[config.mk]
export PLATFORM = sky130hd
export DESIGN_NAME = reg_writeback_ctrl
export DESIGN_NICKNAME = d
export VERILOG_FILES = /design/src/rtl/rv_core_pkg.sv /design/src/rtl/wb_fifo.sv /design/src/rtl/reg_writeback_ctrl.sv
export SDC_FILE = /design/constraint.sdc
export NUM_CORES = 1
export LEC_CHECK = 0
export BUFFER_PORTS_ARGS = -buffer_cell sky130_fd_sc_hd__buf_2
export CAP_MARGIN = 25
export CORE_MARGIN = 10
export CORE_UTILIZATION = 55
export DETAILED_ROUTE_END_ITERATION = 8
export GPL_TIMING_DRIVEN = 0
export PLACE_DENSITY = 0.79
export SETUP_SLACK_MARGIN = 0.2
export SYNTH_ARGS = -nofsm -noshare
export SYNTH_HDL_FRONTEND = slang
export SYNTH_SLANG_ARGS = --single-unit
[constraint.sdc]
create_clock -name clk -period 2.95 [get_ports clk]
set_clock_uncertainty 0.1 [all_clocks]
set_input_delay 0.4425 -clock clk [delete_from_list [all_inputs] [get_ports clk]]
set_output_delay 0.4425 -clock clk [all_outputs]
set_load 0.05 [all_outputs]
[src/rtl/rv_core_pkg.sv]
// Shared core constants and the write-back request layout used by the writer side
// of the register file write port.
package rv_core_pkg;

    localparam int unsigned DATA_WIDTH = 32;
    localparam int unsigned REG_ADDR   = 5;
    localparam int unsigned REG_CNT    = 32;
    localparam int unsigned X0_ADDR    = 0;

    localparam int unsigned WB_REQ_W   = REG_ADDR + DATA_WIDTH;

    typedef struct packed {
        logic [REG_ADDR-1:0]   rd;
        logic [DATA_WIDTH-1:0] data;
    } wb_req_t;

endpackage

[src/rtl/wb_fifo.sv]
// Synchronous FIFO buffering load responses ahead of the register file write port.
// Head is combinational from storage; pushes when full and pops when empty are ignored.
module wb_fifo #(
    parameter int unsigned WIDTH = 37,
    parameter int unsigned DEPTH = 4,
    localparam int unsigned AW   = $clog2(DEPTH)
) (
    input  logic             clk,
    input  logic             rst,
    input  logic             push,
    input  logic [WIDTH-1:0] push_data,
    input  logic             pop,
    output logic             full,
    output logic             empty,
    output logic [AW:0]      count,
    output logic [WIDTH-1:0] head
);

    logic [WIDTH-1:0] mem_q [DEPTH];
    logic [AW-1:0]    wr_ptr_q, wr_ptr_d;
    logic [AW-1:0]    rd_ptr_q, rd_ptr_d;
    logic [AW:0]      count_q, count_d;
    logic             do_push, do_pop;

    assign full    = (count_q == (AW+1)'(DEPTH));
    assign empty   = (count_q == '0);
    assign count   = count_q;
    assign head    = mem_q[rd_ptr_q];
    assign do_push = push && !full;
    assign do_pop  = pop && !empty;

    // DEPTH is a power of two, so pointer overflow is the modulo wrap.
    always_comb begin
        wr_ptr_d = wr_ptr_q;
        rd_ptr_d = rd_ptr_q;
        count_d  = count_q;
        if (do_push) begin
            wr_ptr_d = wr_ptr_q + 1'b1;
        end
        if (do_pop) begin
            rd_ptr_d = rd_ptr_q + 1'b1;
        end
        unique case ({do_push, do_pop})
            2'b10:   count_d = count_q + 1'b1;
            2'b01:   count_d = count_q - 1'b1;
            default: count_d = count_q;
        endcase
    end

    always_ff @(posedge clk or posedge rst) begin
        if (rst) begin
            wr_ptr_q <= '0;
            rd_ptr_q <= '0;
            count_q  <= '0;
        end else begin
            wr_ptr_q <= wr_ptr_d;
            rd_ptr_q <= rd_ptr_d;
            count_q  <= count_d;
        end
    end

    always_ff @(posedge clk) begin
        if (do_push) begin
            mem_q[wr_ptr_q] <= push_data;
        end
    end

endmodule

[src/rtl/reg_writeback_ctrl.sv]
// Register file writer: merges ALU results and buffered load responses onto one write
// port, drops x0 writes and tracks outstanding destination registers.
module reg_writeback_ctrl
    import rv_core_pkg::*;
#(
    parameter int unsigned DATA_WIDTH = rv_core_pkg::DATA_WIDTH,
    parameter int unsigned REG_ADDR   = rv_core_pkg::REG_ADDR,
    parameter int unsigned REG_CNT    = rv_core_pkg::REG_CNT,
    parameter int unsigned FIFO_DEPTH = 4
) (
    input  logic                          clk,
    input  logic                          rst,
    input  logic                          issue_valid,
    input  logic [REG_ADDR-1:0]           issue_rd,
    input  logic                          alu_valid,
    input  logic [REG_ADDR-1:0]           alu_rd,
    input  logic [DATA_WIDTH-1:0]         alu_data,
    input  logic                          mem_valid,
    output logic                          mem_ready,
    input  logic [REG_ADDR-1:0]           mem_rd,
    input  logic [DATA_WIDTH-1:0]         mem_data,
    output logic                          wr_en,
    output logic [REG_ADDR-1:0]           wr_addr,
    output logic [DATA_WIDTH-1:0]         wr_data,
    output logic [REG_CNT-1:0]            busy_mask,
    output logic [$clog2(FIFO_DEPTH):0]   fifo_count
);

    localparam int unsigned ReqW = REG_ADDR + DATA_WIDTH;

    logic                  fifo_full, fifo_empty, fifo_push, fifo_pop;
    logic [ReqW-1:0]       fifo_head;
    logic                  sel_valid;
    logic [REG_ADDR-1:0]   sel_rd;
    logic [DATA_WIDTH-1:0] sel_data;

    logic                  wr_en_q, wr_en_d;
    logic [REG_ADDR-1:0]   wr_addr_q, wr_addr_d;
    logic [DATA_WIDTH-1:0] wr_data_q, wr_data_d;
    logic [REG_CNT-1:0]    busy_q, busy_d;

    // Readiness comes from the pre-edge count only, so a same-cycle pop never helps.
    assign mem_ready = !fifo_full;
    assign fifo_push = mem_valid && mem_ready;
    assign fifo_pop  = !alu_valid && !fifo_empty;

    wb_fifo #(
        .WIDTH (ReqW),
        .DEPTH (FIFO_DEPTH)
    ) u_wb_fifo (
        .clk       (clk),
        .rst       (rst),
        .push      (fifo_push),
        .push_data ({mem_rd, mem_data}),
        .pop       (fifo_pop),
        .full      (fifo_full),
        .empty     (fifo_empty),
        .count     (fifo_count),
        .head      (fifo_head)
    );

    // Fixed priority: ALU first, then FIFO head; a continuous ALU stream starves loads.
    always_comb begin
        sel_valid = 1'b0;
        sel_rd    = '0;
        sel_data  = '0;
        if (alu_valid) begin
            sel_valid = 1'b1;
            sel_rd    = alu_rd;
            sel_data  = alu_data;
        end else if (!fifo_empty) begin
            sel_valid = 1'b1;
            sel_rd    = fifo_head[ReqW-1:DATA_WIDTH];
            sel_data  = fifo_head[DATA_WIDTH-1:0];
        end
    end

    // x0 entries are consumed but never reach the write port; address/data hold.
    always_comb begin
        wr_en_d   = 1'b0;
        wr_addr_d = wr_addr_q;
        wr_data_d = wr_data_q;
        if (sel_valid && (sel_rd != REG_ADDR'(X0_ADDR))) begin
            wr_en_d   = 1'b1;
            wr_addr_d = sel_rd;
            wr_data_d = sel_data;
        end
    end

    // Clear on the commit edge, then apply the set so a same-register re-issue wins.
    always_comb begin
        busy_d = busy_q;
        if (wr_en_q) begin
            busy_d[wr_addr_q] = 1'b0;
        end
        if (issue_valid && (issue_rd != REG_ADDR'(X0_ADDR))) begin
            busy_d[issue_rd] = 1'b1;
        end
        busy_d[X0_ADDR] = 1'b0;
    end

    always_ff @(posedge clk or posedge rst) begin
        if (rst) begin
            wr_en_q   <= 1'b0;
            wr_addr_q <= '0;
            wr_data_q <= '0;
            busy_q    <= '0;
        end else begin
            wr_en_q   <= wr_en_d;
            wr_addr_q <= wr_addr_d;
            wr_data_q <= wr_data_d;
            busy_q    <= busy_d;
        end
    end

    assign wr_en     = wr_en_q;
    assign wr_addr   = wr_addr_q;
    assign wr_data   = wr_data_q;
    assign busy_mask = busy_q;

endmodule

==> reports/summary.txt, run 1 <==
Top Usage Layer GRT = met2
Routed len/inst = 22.5 microns
Final Setup Violations = 0
HPWL Detailed = 13.9 mm
Placer Congestion = 0.946
Switch share = 0.388
P&R area growth vs syn = 21.5%
CP Cell Sequence = or3_1 -> nand2_1 -> inv_2 -> clkbuf_1 -> clkbuf_1 -> a22o_1 -> mux2_4
Setup crit end kind = flip-flop
Crit path max fanout = 10
Pint = 7.79 mW
CP Buf/Inv Count = 3
Post-synthesis cell type count = 36
Clock Latency Late Sink = 490 ps
Seq cells post-synth = 224
# nets final = 761
Std-Cell Rows = 46
CTS H-tree depth = 1
First-pass GRT wire length = 31.5 mm
Total GRT Usage = 0.184
Met1 Track Usage GR = 0.219
Max IR drop VDD = 0.824 mV
LEAKAGE = 4.27 nW
CTS tree = built
Clock Tree Root = clkbuf_16
Final Slew Violations = 0
Drt initial violations = 335
Routed WL = 20.3 mm
Vias = 5258
CP max stage delay = 460 ps
Clk pwr share = 0.230
Combinational power share = 0.397
Final Cycle Share = 0.890
Fraction of registers with async set/reset = 0.339
Utilization after layout = 0.680
GRT met3 Usage = 0.0584
CTS Buf Count = 23
RSZ-0062 raised after global routing = false
Max Cap Violations = 0
DRC viols = 0
Synthesized cell area = 8880 sq um
Maximum number of pins on one net before global-route repair = 55
Layout cells sized above 1 = 0.413
CP max stage cell = or3_1
IO buf count = 156
Core area = 15900 sq um
Kind of cell adding the most delay to the critical path = buffers and inverters
Die H = 147 microns
Top-area cell type share of the netlist area = 0.500
Setup Fix Bufs, Post-CTS = 0
Initial antenna violation count = 5
Die area = 21600 sq um
Top post-synthesis cells by area = edfxtp_1 50%, dfrtp_1 21%, mux4_2 9.4%
Clock Path Buffers = 3
Actual transition at the worst max-transition pin = 1020 ps
Startpoint types = flip-flop
Post-Syn Nets = 577
Clk slew on worst S/H paths = 60 ps
EDFF count, synth = 148
Relative slew margins = 0.323
Most common cell in the synthesized netlist = edfxtp_1
Vias in the first global route = 5634
Crit path time final = 2630 ps
Data required, critical path = 3220 ps
Top post-synthesis cells by count = 148 x edfxtp_1, 76 x dfrtp_1, 37 x mux4_2
Synth Area per Inst = 18.2 sq um
Psw = 4.93 mW
Post-synth top area cell = edfxtp_1
Synth Flop Type = edfxtp_1
Crit path DAT = 2900 ps
Sequential Power Share = 0.373
Setup TNS = 0 ps
Max Fclk = 381 MHz
First-pass DRT Iterations = 5
Met2 Usage GRT = 0.320
Die width = 147 microns
Most frequent CP cell = clkbuf_1
Critical path class = reg2reg
Status = finished clean
Post-synthesis sequential area ratio = 0.714
Final ANT Viol Nets = 0
Initial Util = 0.559
Pwr per Cell Area = 1180 nW/um^2
Post-Synthesis Cells = 487
I/O pin count = 158
Synth warn = 0
Vias per inst = 5.81
# clock sinks = 224
Global route overflow = 0
Final hold vios = 0
Worst min path class = in2reg
[repair_timing]
action | in CTS | in global routing
gates resized for setup | 1 | 3
hold buffers | 1 | 0
cloned | 0 | 0
setup endpoints to repair | 3 | 21
endpoints found under the hold margin | 22 | 0
[worst paths after layout]
check	from	to	slack, ps	cells past startpoint
max	u_wb_fifo.count[0]	wr_data[4]	320	7
min	mem_data[8]	u_wb_fifo.mem_q[1][8]	70	1
max reg2reg	u_wb_fifo.count[0]	wr_data[4]	320	7
min in group asynchronous	rst	u_wb_fifo.count[2]	380	3
min reg2reg	wr_data[29]	wr_data[29]	400	1
max in group asynchronous	rst	wr_data[19]	1780	4
[routing by layer]
metal  part of all wire  vias to the layer above
met5             0.0023                        -
met4              0.013                        6
met3               0.10                       35
met2               0.51                      272
met1               0.37                     2632
li1                   -                     2313
[state kept, by name, indices dropped and copies added (netlist names)]
register and flops:
u_wb_fifo.count 3, wr_addr 5, u_wb_fifo.wr_ptr_q 2, busy_mask 31, wr_data 32, u_wb_fifo.mem_q 148, wr_en 1, u_wb_fifo.rd_ptr_q 2
[logic make-up (layout without fill, tap and decap cells)]
| kind of cell | Yosys count | in the layout | synth area share |
|---|---|---|---|
| muxes | 71 | 71 | 0.147 |
| AOI/OAI and AO/OA | 106 | 106 | 0.0779 |
| xor gates and xnor gates | 6 | 6 | 0.00592 |
| other | 1 | 3 | 0.000422 |
| adders and majority gates | 6 | 6 | 0.00930 |
| DFF | 224 | 224 | 0.714 |
| buffers and inverters | 34 | 234 | 0.0182 |
| and+or+nand+nor | 39 | 39 | 0.0266 |
[power by group through the flow]
stage	combinational [mW]	sequential (mW)	clock, mW
after CTS	5.09	4.75	2.98
after global routing	5.36	4.84	3.11
after detailed placement	5.06	4.80	0
after floorplan	2.08	6.41	0
after global placement	4.95	4.72	0
final	5.05	4.74	2.93
[per-stage QoR]
| stage | hold WS (ps) | power (mW) | cells | setup slack, ps | instance area [sq um] |
|---|---|---|---|---|---|
| after detailed placement | 349 | 9.86 | 860 | 228 | 9970 |
| after floorplan | 412 | 8.50 | 487 | 380 | 8890 |
| final | 68.0 | 12.7 | 905 | 323 | 10800 |
| after global placement | 379 | 9.66 | 859 | -422 | 9940 |
| after global routing | 53.9 | 13.3 | 904 | 223 | 10800 |
| after CTS | 51.9 | 12.8 | 902 | 284 | 10800 |
[final cells by class]
| type | count | area [sq um] |
|---|---|---|
| Tap cell | 216 | 270 |
| Clock inverter | 7 | 109 |
| Timing Repair Buffer | 159 | 838 |
| Sequential cell | 224 | 6350 |
| Clock buffer | 34 | 667 |
| Inverter | 13 | 51.3 |
| Antenna cell | 2 | 5.00 |
| Buffer | 21 | 115 |
| Fill cell | 1058 | 5090 |
| Multi-Input combinational cell | 229 | 2390 |
[layout by cell type (no fill, tap or decap), drive strengths merged, types with 2 or more instances in the layout]
master  synthesis  final
and3            4      4
edfxtp        148    148
or3             4      4
and2            2      2
ha              5      5
clkinv          0      4
or3b            3      3
xnor2           4      4
nand2           6      6
nor2            3      3
o211ai          2      2
o21ai          66     66
clkbuf         11     45
dfrtp          76     76
mux4           37     37
bufinv          0      3
diode           0      2
a22o           32     32
nand3          11     11
inv            13     13
mux2           33     33
nand3b          5      5
xor2            2      2
buf            10    168
a22oi           4      4
Power figures use the tool's default switching activity.
==> run 2: changes to the inputs <==
--- a/config.mk
+++ b/config.mk
@@ -7,7 +7,7 @@
 export LEC_CHECK = 0
 export BUFFER_PORTS_ARGS = -buffer_cell sky130_fd_sc_hd__buf_2
 export CAP_MARGIN = 25
-export CORE_MARGIN = 10
+export CORE_MARGIN = 5
 export CORE_UTILIZATION = 55
 export DETAILED_ROUTE_END_ITERATION = 8
 export GPL_TIMING_DRIVEN = 0
==> reports/summary.txt, run 2 (same netlist as run 1, synthesis figures left out) <==
Max Cap Violations = 0
Drt initial violations = 312
Max IR drop VDD = 0.638 mV
Clock Path Buffers = 3
Max reg flops = 148
Final ANT Viol Nets = 0
Fin area = 10800 sq um
CTS tree = built
Initial antenna violation count = 4
Setup crit end kind = flip-flop
LEAKAGE = 4.24 nW
Die area = 18800 sq um
Placer Congestion = 0.908
Worst min path class = in2reg
P&R area growth vs syn = 21.0%
Die width = 137 microns
HPWL Detailed = 13.2 mm
Fillcell total = 1093
Total GRT Usage = 0.216
Startpoint types = flip-flop
IO buf count = 156
Most frequent cells in the layout = 159 x buf_2, 148 x edfxtp_1, 76 x dfrtp_1, 37 x mux4_2, 35 x o21ai_0
Actual transition at the worst max-transition pin = 1020 ps
Core area = 15900 sq um
Data required, critical path = 3230 ps
CTS Buf Count = 23
Vias = 5250
Routed len/inst = 22.1 microns
Final hold vios = 0
Final Slew Violations = 0
Max Fclk = 388 MHz
Routed WL = 20.0 mm
Crit path max fanout = 10
Vias in the first global route = 5553
Status = finished clean
Die H = 137 microns
Final Setup Violations = 0
Pwr per Cell Area = 1170 nW/um^2
Crit path time final = 2580 ps
CTS H-tree depth = 1
RSZ-0062 raised after global routing = false
# clock sinks = 224
Layout cells sized above 1 = 0.411
Clock Tree Root = clkbuf_16
Utilization after layout = 0.677
Std-Cell Rows = 46
Crit path DAT = 2860 ps
Critical path class = reg2reg
Global route overflow = 0
# nets final = 761
Clock Latency Late Sink = 500 ps
DRC viols = 0
Final Cycle Share = 0.874
Post-DP Area = 9970 sq um
Initial Util = 0.559
Vias per inst = 5.81
Commonest non-fill, non-tap cell in the layout = buf_2
Total Power = 12.6 mW
Clk slew on worst S/H paths = 60 ps
Relative slew margins = 0.321
First-pass DRT Iterations = 5
I/O pin count = 158
Reg with most FFs = u_wb_fifo.mem_q
Maximum number of pins on one net before global-route repair = 54
First-pass GRT wire length = 30.8 mm
## run 2: report_power, final
group / switching, mW / total, mW / leakage, nW / internal (mW)
combinational: 3.41 / 5.04 / 1.63 / 1.63
clock: 1.14 / 2.85 / 0.359 / 1.71
sequential: 0.403 / 4.74 / 2.25 / 4.34
## run 2: metrics by stage
stage,cells,setup TNS (ps),setup WS (ps),hold WS (ps)
6_report,903,0,372,63.6
5_1_grt,903,0,225,47.6
4_1_cts,901,0,215,43.6
3_5_place_dp,860,0,235,347
3_3_place_gp,859,-34160,-456,379
2_1_floorplan,487,0,380,412
## run 2: cell type report
| cell class | count | area [sq um] | share of cell area |
|---|---|---|---|
| flip-flops and latches | 224 | 6350 | 0.590 |
| multi-input cells | 229 | 2390 | 0.222 |
| repair buffers | 159 | 838 | 0.0780 |
| clock buffers | 27 | 601 | 0.0559 |
| well taps | 216 | 270 | 0.0251 |
| clock inverters | 13 | 140 | 0.0130 |
| plain buffers | 21 | 115 | 0.0107 |
| inverters | 13 | 51.3 | 0.00477 |
| diodes | 1 | 2.50 | 0.000233 |
## run 2: per-layer routing
metal / wire (microns) / up-vias / share of wire / global-route usage
met4: 507 / 6 / 0.025 / 0.0693
met1: 7690 / 2641 / 0.39 / 0.276
met2: 10100 / 250 / 0.51 / 0.374
met5: 33 / - / 0.0017 / 0
li1: - / 2307 / - / -
met3: 1630 / 46 / 0.081 / 0.0441
## run 2: path summary, 6_finish.rpt
kind,startpoint,endpoint,slack (ps),cells past startpoint
max reg2reg,u_wb_fifo.count[0],wr_data[4],370,7
min reg2reg,wr_data[29],wr_data[29],400,1
max,u_wb_fifo.count[0],wr_data[4],370,7
min in group asynchronous,rst,wr_data[0],390,3
max in group asynchronous,rst,wr_data[24],1790,4
min,mem_rd[3],u_wb_fifo.mem_q[2][35],60,1
## run 2: repair_timing
action,in CTS,in global routing
resized for setup,0,4
hold endpoints to repair,23,0
setup buffers,0,0
endpoints found under the setup margin,0,26
hold buffers,1,0
## run 2: critical path, stage by stage (launching register included)
cell      delay [ps]
dfrtp_1          410
or3_1            430
nand2_1          220
inv_2             50
clkbuf_1         300
clkbuf_1         390
a22o_1           300
mux2_4           260
==> run 3: changes to the inputs <==
--- a/config.mk
+++ b/config.mk
@@ -5,12 +5,10 @@
 export SDC_FILE = /design/constraint.sdc
 export NUM_CORES = 1
 export LEC_CHECK = 0
-export BUFFER_PORTS_ARGS = -buffer_cell sky130_fd_sc_hd__buf_2
+export BUFFER_PORTS_ARGS = -buffer_cell sky130_fd_sc_hd__buf_4
 export CAP_MARGIN = 25
-export CORE_MARGIN = 5
 export CORE_UTILIZATION = 55
 export DETAILED_ROUTE_END_ITERATION = 8
-export GPL_TIMING_DRIVEN = 0
 export PLACE_DENSITY = 0.79
 export SETUP_SLACK_MARGIN = 0.2
 export SYNTH_ARGS = -nofsm -noshare
==> reports/summary.txt, run 3 (same netlist as run 1, synthesis figures left out) <==
Routed len/inst = 21.8 microns
I/O pin count = 158
Most frequent cells in the layout = 167 x buf_4, 148 x edfxtp_1, 74 x dfrtp_1, 37 x mux4_2, 35 x o21ai_0
RR Endpoint = wr_data[24]
CTS Buf Count = 23
Status = finished clean
R2R setup slack = 380 ps
Data required, critical path = 3240 ps
Crit path time final = 2570 ps
Setup Fix Bufs, Post-CTS = 0
# clock sinks = 224
Global route overflow = 0
CP Cell Sequence = mux4_2 -> nor4_4 -> o211ai_4 -> buf_4 -> mux2_4
Hold_ws = 29.6 ps
Hold path start = mem_data[12]
Clock Latency Late Sink = 500 ps
HPWL Detailed = 12.5 mm
Maximum number of pins on one net before global-route repair = 44
Hold depth = 1
Relative slew margins = 0.477
Critical path class = reg2reg
Total GRT Usage = 0.240
Clk slew on worst S/H paths = 60 ps
First-pass DRT Iterations = 6
Worst-case reg-to-reg path depth = 5
Actual transition at the worst max-transition pin = 784 ps
Pwr per Cell Area = 1170 nW/um^2
Final ANT Viol Nets = 0
Reg with most FFs = u_wb_fifo.mem_q
Max Fclk = 389 MHz
Post-route setup slack = 380 ps
Initial antenna violation count = 0
Total Power = 12.9 mW
Final Slew Violations = 0
Routed WL = 19.5 mm
Crit path max fanout = 12
Die H = 129 microns
Sequential Power Share = 0.377
Commonest non-fill, non-tap cell in the layout = buf_4
Setup crit end kind = flip-flop
IO buf count = 156
RSZ-0062 raised after global routing = false
Setup TNS = 0 ps
CTS H-tree depth = 1
CP max stage cell = mux4_2
Switch share = 0.384
Max IR drop VDD = 0.868 mV
Crit path DAT = 2860 ps
End of the worst hold path = u_wb_fifo.mem_q[0][12]
Final Setup Violations = 0
Diodes inserted = 0
RR Startpoint = u_wb_fifo.rd_ptr_q[0]
Vias = 5223
Final Cycle Share = 0.871
LEAKAGE = 4.37 nW
Fillcell total = 988
CTS tree = built
Layout cells sized above 1 = 0.425
Initial Util = 0.561
# nets final = 750
CP max stage delay = 600 ps
Kind of cell adding the most delay to the critical path = multiplexers
Core area = 15800 sq um
Drt initial violations = 277
Vias per inst = 5.85
Placer Congestion = 0.899
Pint = 7.98 mW
Clock Tree Root = clkbuf_16
First-pass GRT wire length = 29.5 mm
DRC viols = 0
Final hold vios = 0
Max reg flops = 148
Vias in the first global route = 5581
Std-Cell Rows = 46
CP Buf/Inv Count = 1
P&R area growth vs syn = 24.9%
Die area = 16700 sq um
Startpoint types = flip-flop
Die width = 129 microns
Clock Path Buffers = 3
Pre-CTS WS = 372 ps
Clk pwr share = 0.222
Worst setup startpoint = u_wb_fifo.rd_ptr_q[0]
Worst min path class = in2reg
Psw = 4.97 mW
Max Cap Violations = 0
Combinational power share = 0.401
run 3: changes by cell type in the layout (fill, tap and decap cells not counted), moves of 2 or more:
| cell | change |
|---|---|
| buf_1 | -2 |
| buf_2 | -159 |
| clkbuf_2 | -2 |
| clkinv_1 | -4 |
| clkbuf_8 | +3 |
| dfrtp_1 | -2 |
| buf_4 | +165 |
| clkbuf_1 | -7 |
| buf_6 | -3 |
| dfrtp_2 | +2 |
| clkinv_2 | +2 |
run 3: worst max-delay path by stage:
stage	to	depth (start not counted)
finish	wr_data[24]	5
global route	wr_data[24]	5
CTS	wr_data[23]	5
detailed placement	wr_data[23]	5
global placement	wr_data[23]	5
floorplan	u_wb_fifo.count[2]	10
run 3: power by group through the flow:
stage               Combinational, mW  Sequential, mW  Clock (mW)
global route                     5.47            4.98        3.04
CTS                              5.23            4.89        2.93
finish                           5.19            4.89        2.87
detailed placement               5.21            4.92           0
floorplan                        2.08            6.41           0
global placement                 5.10            4.87           0
run 3: what timing repair did:
action,CTS,global route
hold endpoints to repair,41,0
resized for setup,0,0
hold buffers,1,0
run 3: routing by layer:
layer / up-vias / GRT usage / wire length (microns)
li1: 2286 / - / -
met1: 2644 / 0.297 / 7540
met2: 239 / 0.411 / 9810
met3: 54 / 0.0636 / 1560
met4: 0 / 0.0900 / 595
met5: - / 0 / 0
run 3: per-stage QoR:
| step | area, sq um | cells | util |
|---|---|---|---|
| floorplan | 8890 | 487 | - |
| global route | 11100 | 893 | 0.701 |
| detailed placement | 10300 | 850 | 0.653 |
| CTS | 11100 | 893 | 0.701 |
| finish | 11100 | 893 | 0.701 |
| global placement | 10300 | 850 | 0.653 |
run 3: layout make-up:
type	count	area, sq um	share of cell area
multi-input cells	229	2390	0.215
clock buffers	32	649	0.0585
clock inverters	10	110	0.00992
flip-flops and latches	224	6350	0.572
well taps	216	270	0.0244
repair buffers	169	1280	0.116
inverters	13	50.0	0.00451
